**config.mk**
```make
export PLATFORM = sky130hd
export DESIGN_NAME = lcd1602_bus_monitor
export DESIGN_NICKNAME = d
export VERILOG_FILES = /design/src/rtl/lcd1602_bus_monitor.sv
export SDC_FILE = /design/constraint.sdc
export NUM_CORES = 1
export LEC_CHECK = 0
export ABC_AREA = 1
export CORE_MARGIN = 8
export CORE_UTILIZATION = 50
export CTS_CLUSTER_DIAMETER = 150
export DETAILED_ROUTE_END_ITERATION = 7
export GPL_ROUTABILITY_DRIVEN = 1
export HOLD_SLACK_MARGIN = 0.12
export PLACE_DENSITY = 0.65
export SYNTH_ARGS = -nofsm -noshare
export SYNTH_HDL_FRONTEND = slang
export SYNTH_SLANG_ARGS = --single-unit
```
**constraint.sdc**
```tcl
create_clock -name clk -period 13.8 [get_ports clk]
set_clock_uncertainty 0.1 [all_clocks]
set_input_delay 1.38 -clock clk [delete_from_list [all_inputs] [get_ports clk]]
set_output_delay 1.38 -clock clk [all_outputs]
set_load 0.02 [all_outputs]
```
**src/rtl/lcd1602_bus_monitor.sv**
```systemverilog
// Passive monitor for an HD44780-style LCD bus: it decodes strobed transactions
// into a 2x16 character shadow buffer plus the controller's visible state bits.
module lcd1602_bus_monitor #(
    parameter int DATA_BITS = 8,
    parameter int NUM_CHARS = 32
) (
    input  logic                 clk,
    input  logic                 reset,
    input  logic                 rs,
    input  logic                 rw,
    input  logic                 enable,
    input  logic [DATA_BITS-1:0] data,
    input  logic [4:0]           rd_addr,
    output logic [DATA_BITS-1:0] rd_data,
    output logic                 busy,
    output logic                 display_on,
    output logic                 cursor_on,
    output logic                 blink_on,
    output logic                 two_line,
    output logic                 mode_8bit,
    output logic [6:0]           cursor_addr,
    output logic [15:0]          write_count,
    output logic                 err_pulse
);

    localparam int IDX_W = $clog2(NUM_CHARS);
    localparam int BUS_W = DATA_BITS + 2;
    localparam logic [DATA_BITS-1:0] SPACE = 'h20;
    localparam logic [IDX_W-1:0] LAST_IDX = IDX_W'(NUM_CHARS - 1);

    typedef enum logic [1:0] {
        IDLE,
        DECODE,
        CLEAR
    } state_t;

    state_t               state_q, state_d;
    logic                 en_meta_q, en_meta_d;
    logic                 en_sync_q, en_sync_d;
    logic                 en_prev_q, en_prev_d;
    logic [BUS_W-1:0]     bus_s1_q, bus_s1_d;
    logic [BUS_W-1:0]     bus_s2_q, bus_s2_d;
    logic [BUS_W-1:0]     bus_s3_q, bus_s3_d;
    logic [BUS_W-1:0]     cap_q, cap_d;
    logic [DATA_BITS-1:0] chars_q [NUM_CHARS];
    logic [DATA_BITS-1:0] chars_d [NUM_CHARS];
    logic [IDX_W-1:0]     clr_idx_q, clr_idx_d;
    logic [6:0]           cursor_q, cursor_d;
    logic                 id_q, id_d;
    logic                 display_on_q, display_on_d;
    logic                 cursor_on_q, cursor_on_d;
    logic                 blink_on_q, blink_on_d;
    logic                 two_line_q, two_line_d;
    logic                 mode_8bit_q, mode_8bit_d;
    logic                 busy_q, busy_d;
    logic                 err_q, err_d;
    logic [15:0]          wc_q, wc_d;
    logic [DATA_BITS-1:0] rd_data_q, rd_data_d;

    logic                 edge_fall;
    logic                 cap_rs;
    logic                 cap_rw;
    logic [DATA_BITS-1:0] cap_data;
    logic [7:0]           cmd;
    logic [4:0]           wr_idx;

    // DDRAM address counter step with the controller's line wrap points.
    function automatic logic [6:0] step_addr(input logic [6:0] a, input logic inc);
        logic [6:0] n;
        if (inc) begin
            if (a == 7'h27)      n = 7'h40;
            else if (a == 7'h67) n = 7'h00;
            else                 n = a + 7'd1;
        end else begin
            if (a == 7'h00)      n = 7'h67;
            else if (a == 7'h40) n = 7'h27;
            else                 n = a - 7'd1;
        end
        return n;
    endfunction

    assign cap_rs   = cap_q[BUS_W-1];
    assign cap_rw   = cap_q[BUS_W-2];
    assign cap_data = cap_q[DATA_BITS-1:0];
    assign cmd      = cap_data[7:0];

    always_comb begin
        en_meta_d    = enable;
        en_sync_d    = en_meta_q;
        en_prev_d    = en_sync_q;
        bus_s1_d     = {rs, rw, data};
        bus_s2_d     = bus_s1_q;
        bus_s3_d     = bus_s2_q;
        edge_fall    = en_prev_q & ~en_sync_q;

        state_d      = state_q;
        cap_d        = cap_q;
        chars_d      = chars_q;
        clr_idx_d    = clr_idx_q;
        cursor_d     = cursor_q;
        id_d         = id_q;
        display_on_d = display_on_q;
        cursor_on_d  = cursor_on_q;
        blink_on_d   = blink_on_q;
        two_line_d   = two_line_q;
        mode_8bit_d  = mode_8bit_q;
        busy_d       = busy_q;
        err_d        = 1'b0;
        wc_d         = wc_q;
        rd_data_d    = chars_q[rd_addr];
        wr_idx       = '0;

        // Every captured strobe is counted, whether or not it takes effect.
        if (edge_fall && wc_q != 16'hFFFF) begin
            wc_d = wc_q + 16'd1;
        end

        unique case (state_q)
            IDLE: begin
                if (edge_fall) begin
                    cap_d   = bus_s3_q;
                    state_d = DECODE;
                end
            end

            DECODE: begin
                state_d = IDLE;
                if (edge_fall) begin
                    err_d = 1'b1;
                end
                if (cap_rw) begin
                    err_d = 1'b1;
                end else if (cap_rs) begin
                    if (cursor_q[6:4] == 3'b000) begin
                        wr_idx = {1'b0, cursor_q[3:0]};
                        chars_d[wr_idx] = cap_data;
                    end else if (cursor_q[6:4] == 3'b100) begin
                        wr_idx = {1'b1, cursor_q[3:0]};
                        chars_d[wr_idx] = cap_data;
                    end
                    cursor_d = step_addr(cursor_q, id_q);
                end else if (cmd[7]) begin
                    cursor_d = cmd[6:0];
                end else if (cmd[6]) begin
                    err_d = 1'b1;
                end else if (cmd[5]) begin
                    mode_8bit_d = cmd[4];
                    two_line_d  = cmd[3];
                end else if (cmd[4]) begin
                    if (cmd[3]) err_d = 1'b1;
                    else        cursor_d = step_addr(cursor_q, cmd[2]);
                end else if (cmd[3]) begin
                    display_on_d = cmd[2];
                    cursor_on_d  = cmd[1];
                    blink_on_d   = cmd[0];
                end else if (cmd[2]) begin
                    id_d = cmd[1];
                    if (cmd[0]) err_d = 1'b1;
                end else if (cmd[1]) begin
                    cursor_d = 7'h00;
                end else if (cmd[0]) begin
                    state_d   = CLEAR;
                    clr_idx_d = '0;
                    busy_d    = 1'b1;
                    cursor_d  = 7'h00;
                    id_d      = 1'b1;
                end
            end

            CLEAR: begin
                // Strobes arriving during the sweep are counted and flagged only.
                if (edge_fall) begin
                    err_d = 1'b1;
                end
                chars_d[clr_idx_q] = SPACE;
                if (clr_idx_q == LAST_IDX) begin
                    state_d = IDLE;
                    busy_d  = 1'b0;
                end else begin
                    clr_idx_d = clr_idx_q + IDX_W'(1);
                end
            end

            default: begin
                state_d = IDLE;
                busy_d  = 1'b0;
            end
        endcase
    end

    always_ff @(posedge clk or posedge reset) begin
        if (reset) begin
            state_q      <= IDLE;
            en_meta_q    <= 1'b0;
            en_sync_q    <= 1'b0;
            en_prev_q    <= 1'b0;
            bus_s1_q     <= '0;
            bus_s2_q     <= '0;
            bus_s3_q     <= '0;
            cap_q        <= '0;
            for (int i = 0; i < NUM_CHARS; i++) begin
                chars_q[i] <= SPACE;
            end
            clr_idx_q    <= '0;
            cursor_q     <= 7'h00;
            id_q         <= 1'b1;
            display_on_q <= 1'b0;
            cursor_on_q  <= 1'b0;
            blink_on_q   <= 1'b0;
            two_line_q   <= 1'b0;
            mode_8bit_q  <= 1'b0;
            busy_q       <= 1'b0;
            err_q        <= 1'b0;
            wc_q         <= 16'h0000;
            rd_data_q    <= SPACE;
        end else begin
            state_q      <= state_d;
            en_meta_q    <= en_meta_d;
            en_sync_q    <= en_sync_d;
            en_prev_q    <= en_prev_d;
            bus_s1_q     <= bus_s1_d;
            bus_s2_q     <= bus_s2_d;
            bus_s3_q     <= bus_s3_d;
            cap_q        <= cap_d;
            chars_q      <= chars_d;
            clr_idx_q    <= clr_idx_d;
            cursor_q     <= cursor_d;
            id_q         <= id_d;
            display_on_q <= display_on_d;
            cursor_on_q  <= cursor_on_d;
            blink_on_q   <= blink_on_d;
            two_line_q   <= two_line_d;
            mode_8bit_q  <= mode_8bit_d;
            busy_q       <= busy_d;
            err_q        <= err_d;
            wc_q         <= wc_d;
            rd_data_q    <= rd_data_d;
        end
    end

    assign rd_data     = rd_data_q;
    assign busy        = busy_q;
    assign display_on  = display_on_q;
    assign cursor_on   = cursor_on_q;
    assign blink_on    = blink_on_q;
    assign two_line    = two_line_q;
    assign mode_8bit   = mode_8bit_q;
    assign cursor_addr = cursor_q;
    assign write_count = wc_q;
    assign err_pulse   = err_q;

endmodule

```
; ---- Yosys cells after proc, flatten, opt, wreduce, memory -nomap -nowiden
; Index checks and enable logic that the tools add are counted.
[totals]
ff_bits = 345
inputBits = 18
wordCells = 209
out_inout_bits = 38
[op_classes]
magnitude_cmp = 7
n_eq_ne = 28
bitwise_logic = 17
n_reduce_logical = 19
add_sub_neg = 4
muxes = 82
[op_table]
columns = operator, count
row1 = $mux W256, 4
row2 = $bwmux W256, 2
row3 = $pmux W256 S2, 1
row4 = $and A224 B224 Y224, 1
row5 = $not A224 Y224, 1
row6 = $demux W8 S5, 3
row7 = $mux W7, 16
row8 = $mux W5, 11
row9 = $bmux W8 S5, 1
row10 = $mux W8, 5
row11 = $or A32 B32 Y32, 1
row12 = $ne A2 B2 Y1 const B, 14
row13 = $ge A6 B6 Y1 const B, 4
row14 = $mux W2, 12
row15 = $reduce_and A12 Y1, 2
row16 = $mux W1, 23
row17 = $lt A6 B1 Y1 const B, 3
row18 = $not A5 Y6, 3
row19 = $add A16 B1 Y16 const B, 1
row20 = $ne A16 B16 Y1 const B, 1
row21 = $eq A7 B7 Y1 const B, 2
row22 = $pmux W5 S2, 1
row23 = $reduce_and A10 Y1, 1
row24 = $ne A3 B1 Y1 const B, 3
row25 = 28 further kinds, 41

; ---- Longest topological paths before layout
[depth]
word_depth = 13
ltp_mapped = 11
mapped_depth_nobuf = 11

; ---- Least setup slack after synthesis
; OpenSTA, ideal clock, no wires.
[synth_timing]
kind = input-to-reg
start = input rd_addr[0]
end = register rd_data_q[1] (netlist: rd_data[1])
path_slack_ns = 11.065
required_ns = 13.623
cell_stages = 9
setup_ns = 0.077
t_arrival_ns = 2.558
path_buffers = 3
path_cell_list = buf_2 clkbuf_1 clkbuf_1 nand2_1 nand3_1 nand3_1 a21oi_1 nor2_1 a21oi_1
[synth_via]
elab_chain_len = 4
[synth_rtl]
columns = item, line
row1 = from (decl), 13  ; input logic [4:0] rd_addr,
row2 = $not A5 Y6 (not written as such), 110  ; rd_data_d = chars_q[rd_addr];
row3 = $bmux W8 S5, 110
row4 = $mux W8 (not written as such) (2 in a row), 110
row5 = net rd_data_d[1], 58  ; logic [DATA_BITS-1:0] rd_data_q, rd_data_d;
row6 = to (signal assigned), 237  ; rd_data_q <= rd_data_d;
row7 = to (decl), 58
; The timed path passes the listed nets, and every way through them passes these cells. The select of a mux whose other input is x is not followed.
; A chain may end at the register's enable or synchronous reset.

; ---- Final worst setup path
[layout_timing]
start = input rd_addr[2]
end = register rd_data_q[4] (netlist: rd_data[4])
; The elaborated chain is that of the path after synthesis.

==> reports/metrics.csv <==
stage,metric,value,unit
placed_design,dp.cells,2919,
worst_hold_path,min_path_type,register to register,
pwr,peakVddDrop,0.136,mV
synth,synth_edf_count,0,
layout,drive_above_1_share,8.41,%
flow_run,maxCapViolations,0,
clocking,cts_sinks,345,
clocking,cts_setup_buffers,0,
sta,slew_violations,0,
route,ant_nets,0,
synth,synthTopCellsByArea,"dfrtp_1, nand2_1, nand3_1",
placed_design,place.gp.congestion,0.931,
clocking,clk_latency,580,ps
synth,synth_top_area_share,41.9,%
worst_hold_path,min_path_cells,0,
synth,ys_warn_count,0,
grt,grt_pass1_vias,16736,
synth,synth_cells,2492,
layout,fin_nets,2525,
pwr,p_leak,10.0,nW
grt,track_usage,28.6,%
route,drtIter0Drc,1824,
placed_design,portBuffers,55,
die,rows,70,
die,num_io_pins,56,
worst_setup_path,critPathArrivalTime,4030,ps
layout,n_fill_cell,3518,
die,initial_core_util,50.7,%
route,vias,17493,
sta,tns,0,ps
sta,whs,237,ps
clocking,clockBufferDepth,3,
layout,stdcell_area,20600,µm²
synth,avgSynthCellArea,7.45,µm²
grt,overflow,0,
worst_setup_path,reg2regPathDepth,11,
pwr,powerDensity,140,nW/µm²
clocking,cts_tree,built,
worst_setup_path,worstPathRequired,14190,ps
synth,synth_nets,2524,
sta,finalCriticalPeriod,3650,ps
sta,tightest_slew,1360,ps
die,die_x,209,µm
route,routed_via_density,5.85,
sta,rsz0062_at_grt,false,
sta,setup_viol,0,
layout,stdcell_count,2990,
sta,layout_setup_ws,10150,ps
die,die_y,209,µm
sta,relSlewSlack,8.95,%
synth,synth_flop_cell,dfrtp_1,
placed_design,place_area,19300,µm²
placed_design,dpl.hpwl,41.5,mm
grt,antenna_found_initial,0,
route,drtPass1Iterations,6,
worst_setup_path,r2r_start,state_q[0],
synth,synthArstFlopShare,100,%
route,drc_errors,0,
die,core_area,36600,µm²
worst_setup_path,reg2reg_slack,10480,ps
grt,grt_max_degree,123,
synth,ys_ff_latch,345,
layout,diodes,0,
synth,seq_area_frac_synth,46.7,%
synth,synth_largest_area_cell,dfrtp_1,
worst_setup_path,reg2reg_to,chars_q[252],
clocking,cts.reportedPaths.clkPinSlew,60,ps
die,die_area,43600,µm²
clocking,holdBufCountCts,0,
worst_setup_path,start_kind,primary input,
route,drt_wl_total,63.0,mm
clocking,htreeDepth,2,
sta,period_share,26.4,%
clocking,cts_resized,0,
layout,finish.utilization,56.4,%
worst_setup_path,cp_max_fo,39,
worst_setup_path,setup.worst_path.class,primary input to register,
layout,syn2layout_area_growth,11.1,%
sta,fmax,0.274,GHz
run_status,run_status,"complete, no violations",
synth,yosysUniqueCellTypes,39,
worst_hold_path,hp-start,bus_s1_q[8],
clocking,tritoncts.num_buffers,40,
pwr,power,2.89,mW
clocking,cts-root-buf,clkbuf_16,
placed_design,place_ws,9520,ps
worst_hold_path,holdPathEnd,bus_s2_q[8],
synth,syn-cell-area,18600,µm²
route,wl_per_cell,21.1,µm
sta,hold_viol,0,
worst_setup_path,endpoint_kind,register,
grt,grt_pass1_wl,98.3,mm
## synthesized netlist by cell type (11+ instances only)
cell type,n
o21ai_0,77
inv_2,18
nand4_1,14
ha_1,14
nor3_4,31
dfstp_2,34
buf_2,29
nor2_1,235
o21ai_1,14
xor2_1,12
nand3_1,421
nand2_2,18
clkbuf_1,69
o21a_1,11
buf_1,11
dfrtp_1,311
nand2_1,915
a21oi_1,103
inv_1,80
o21ai_2,13
## kinds of logic after synthesis
| logic type | Yosys count | share of synthesized area [%] |
|---|---|---|
| AO/OA/AOI/OAI | 241 | 7.27 |
| buffers and inverters | 222 | 5.05 |
| AND/OR/NAND/NOR | 1652 | 39.2 |
| adder cells (fa/ha/maj) | 14 | 0.943 |
| XOR/XNOR | 18 | 0.849 |
| flip-flops | 345 | 46.7 |
## layout make-up
| cell class | count | area [µm²] | area share, % |
|---|---|---|---|
| clock inverters | 15 | 184 | 0.891 |
| inverters | 102 | 392 | 1.90 |
| multi-input cells | 1925 | 8960 | 43.4 |
| flip-flops and latches | 345 | 8680 | 42.0 |
| repair buffers | 79 | 736 | 3.57 |
| well taps | 468 | 586 | 2.84 |
| clock buffers | 56 | 1100 | 5.34 |
## layer usage
layer	global-route usage, %	routed length (µm)	vias up
met3	5.46	5490	209
met1	38.3	25800	8268
met2	43.4	28000	876
li1	-	-	8140
met4	15.8	3730	0
met5	0	0	-
## state kept, by name (all words and copies together) (netlist names), 2 cells and up
register     cells
chars_q        256
cursor_addr      7
rd_data          8
bus_s3_q        10
bus_s1_q        10
write_count     16
cap_q           10
clr_idx_q        5
bus_s2_q        10
state_q          2
## cell usage in the layout, fill, tap and decap left out, types with 3 or more instances in the layout
| master | instances |
|---|---|
| nand2_1 | 915 |
| nand3_1 | 421 |
| dfrtp_1 | 311 |
| nor2_1 | 235 |
| a21oi_1 | 103 |
| inv_1 | 79 |
| o21ai_0 | 77 |
| clkdlybuf4s50_1 | 53 |
| clkbuf_16 | 40 |
| dfstp_2 | 34 |
| nor3_4 | 31 |
| buf_4 | 24 |
| nand2_2 | 18 |
| inv_2 | 17 |
| o21ai_1 | 14 |
| nand4_1 | 14 |
| o21ai_2 | 13 |
| ha_1 | 13 |
| xor2_1 | 12 |
| clkbuf_1 | 12 |
| o21a_1 | 11 |
| clkinv_2 | 9 |
| o31ai_1 | 8 |
| nor3_1 | 6 |
| xnor2_1 | 6 |
| nor2_4 | 4 |
| clkinv_1 | 4 |
| o211ai_1 | 4 |
| a21boi_0 | 4 |
| clkbuf_8 | 4 |
| o22ai_1 | 3 |
| bufinv_16 | 3 |
## critical path: stages
cell             delay (ps)
clkdlybuf4s50_1         400
buf_4                   240
inv_1                  1020
nand3_1                 330
a21oi_1                 360
nor2_1                  120
a21oi_1                 160
## how the worst max path moves through the flow
stage	to	start	depth (start not counted)	slack (ps)
floorplan	blink_on	reset	1	2810
finish	rd_data[4]	rd_addr[2]	7	10150
detailed placement	chars_q[233]	reset	4	9520
global placement	chars_q[233]	reset	4	9520
global route	chars_q[216]	reset	4	9810
CTS	chars_q[112]	reset	4	10120
## power breakdown
part / leakage (nW) / internal, mW / total, mW / switching (mW)
Sequential: 4.55 / 1.06 / 1.14 / 0.0782
Combinational: 4.82 / 0.170 / 0.692 / 0.523
Clock: 0.635 / 0.618 / 1.06 / 0.442
Note: power is estimated with default switching activity, not from simulation.
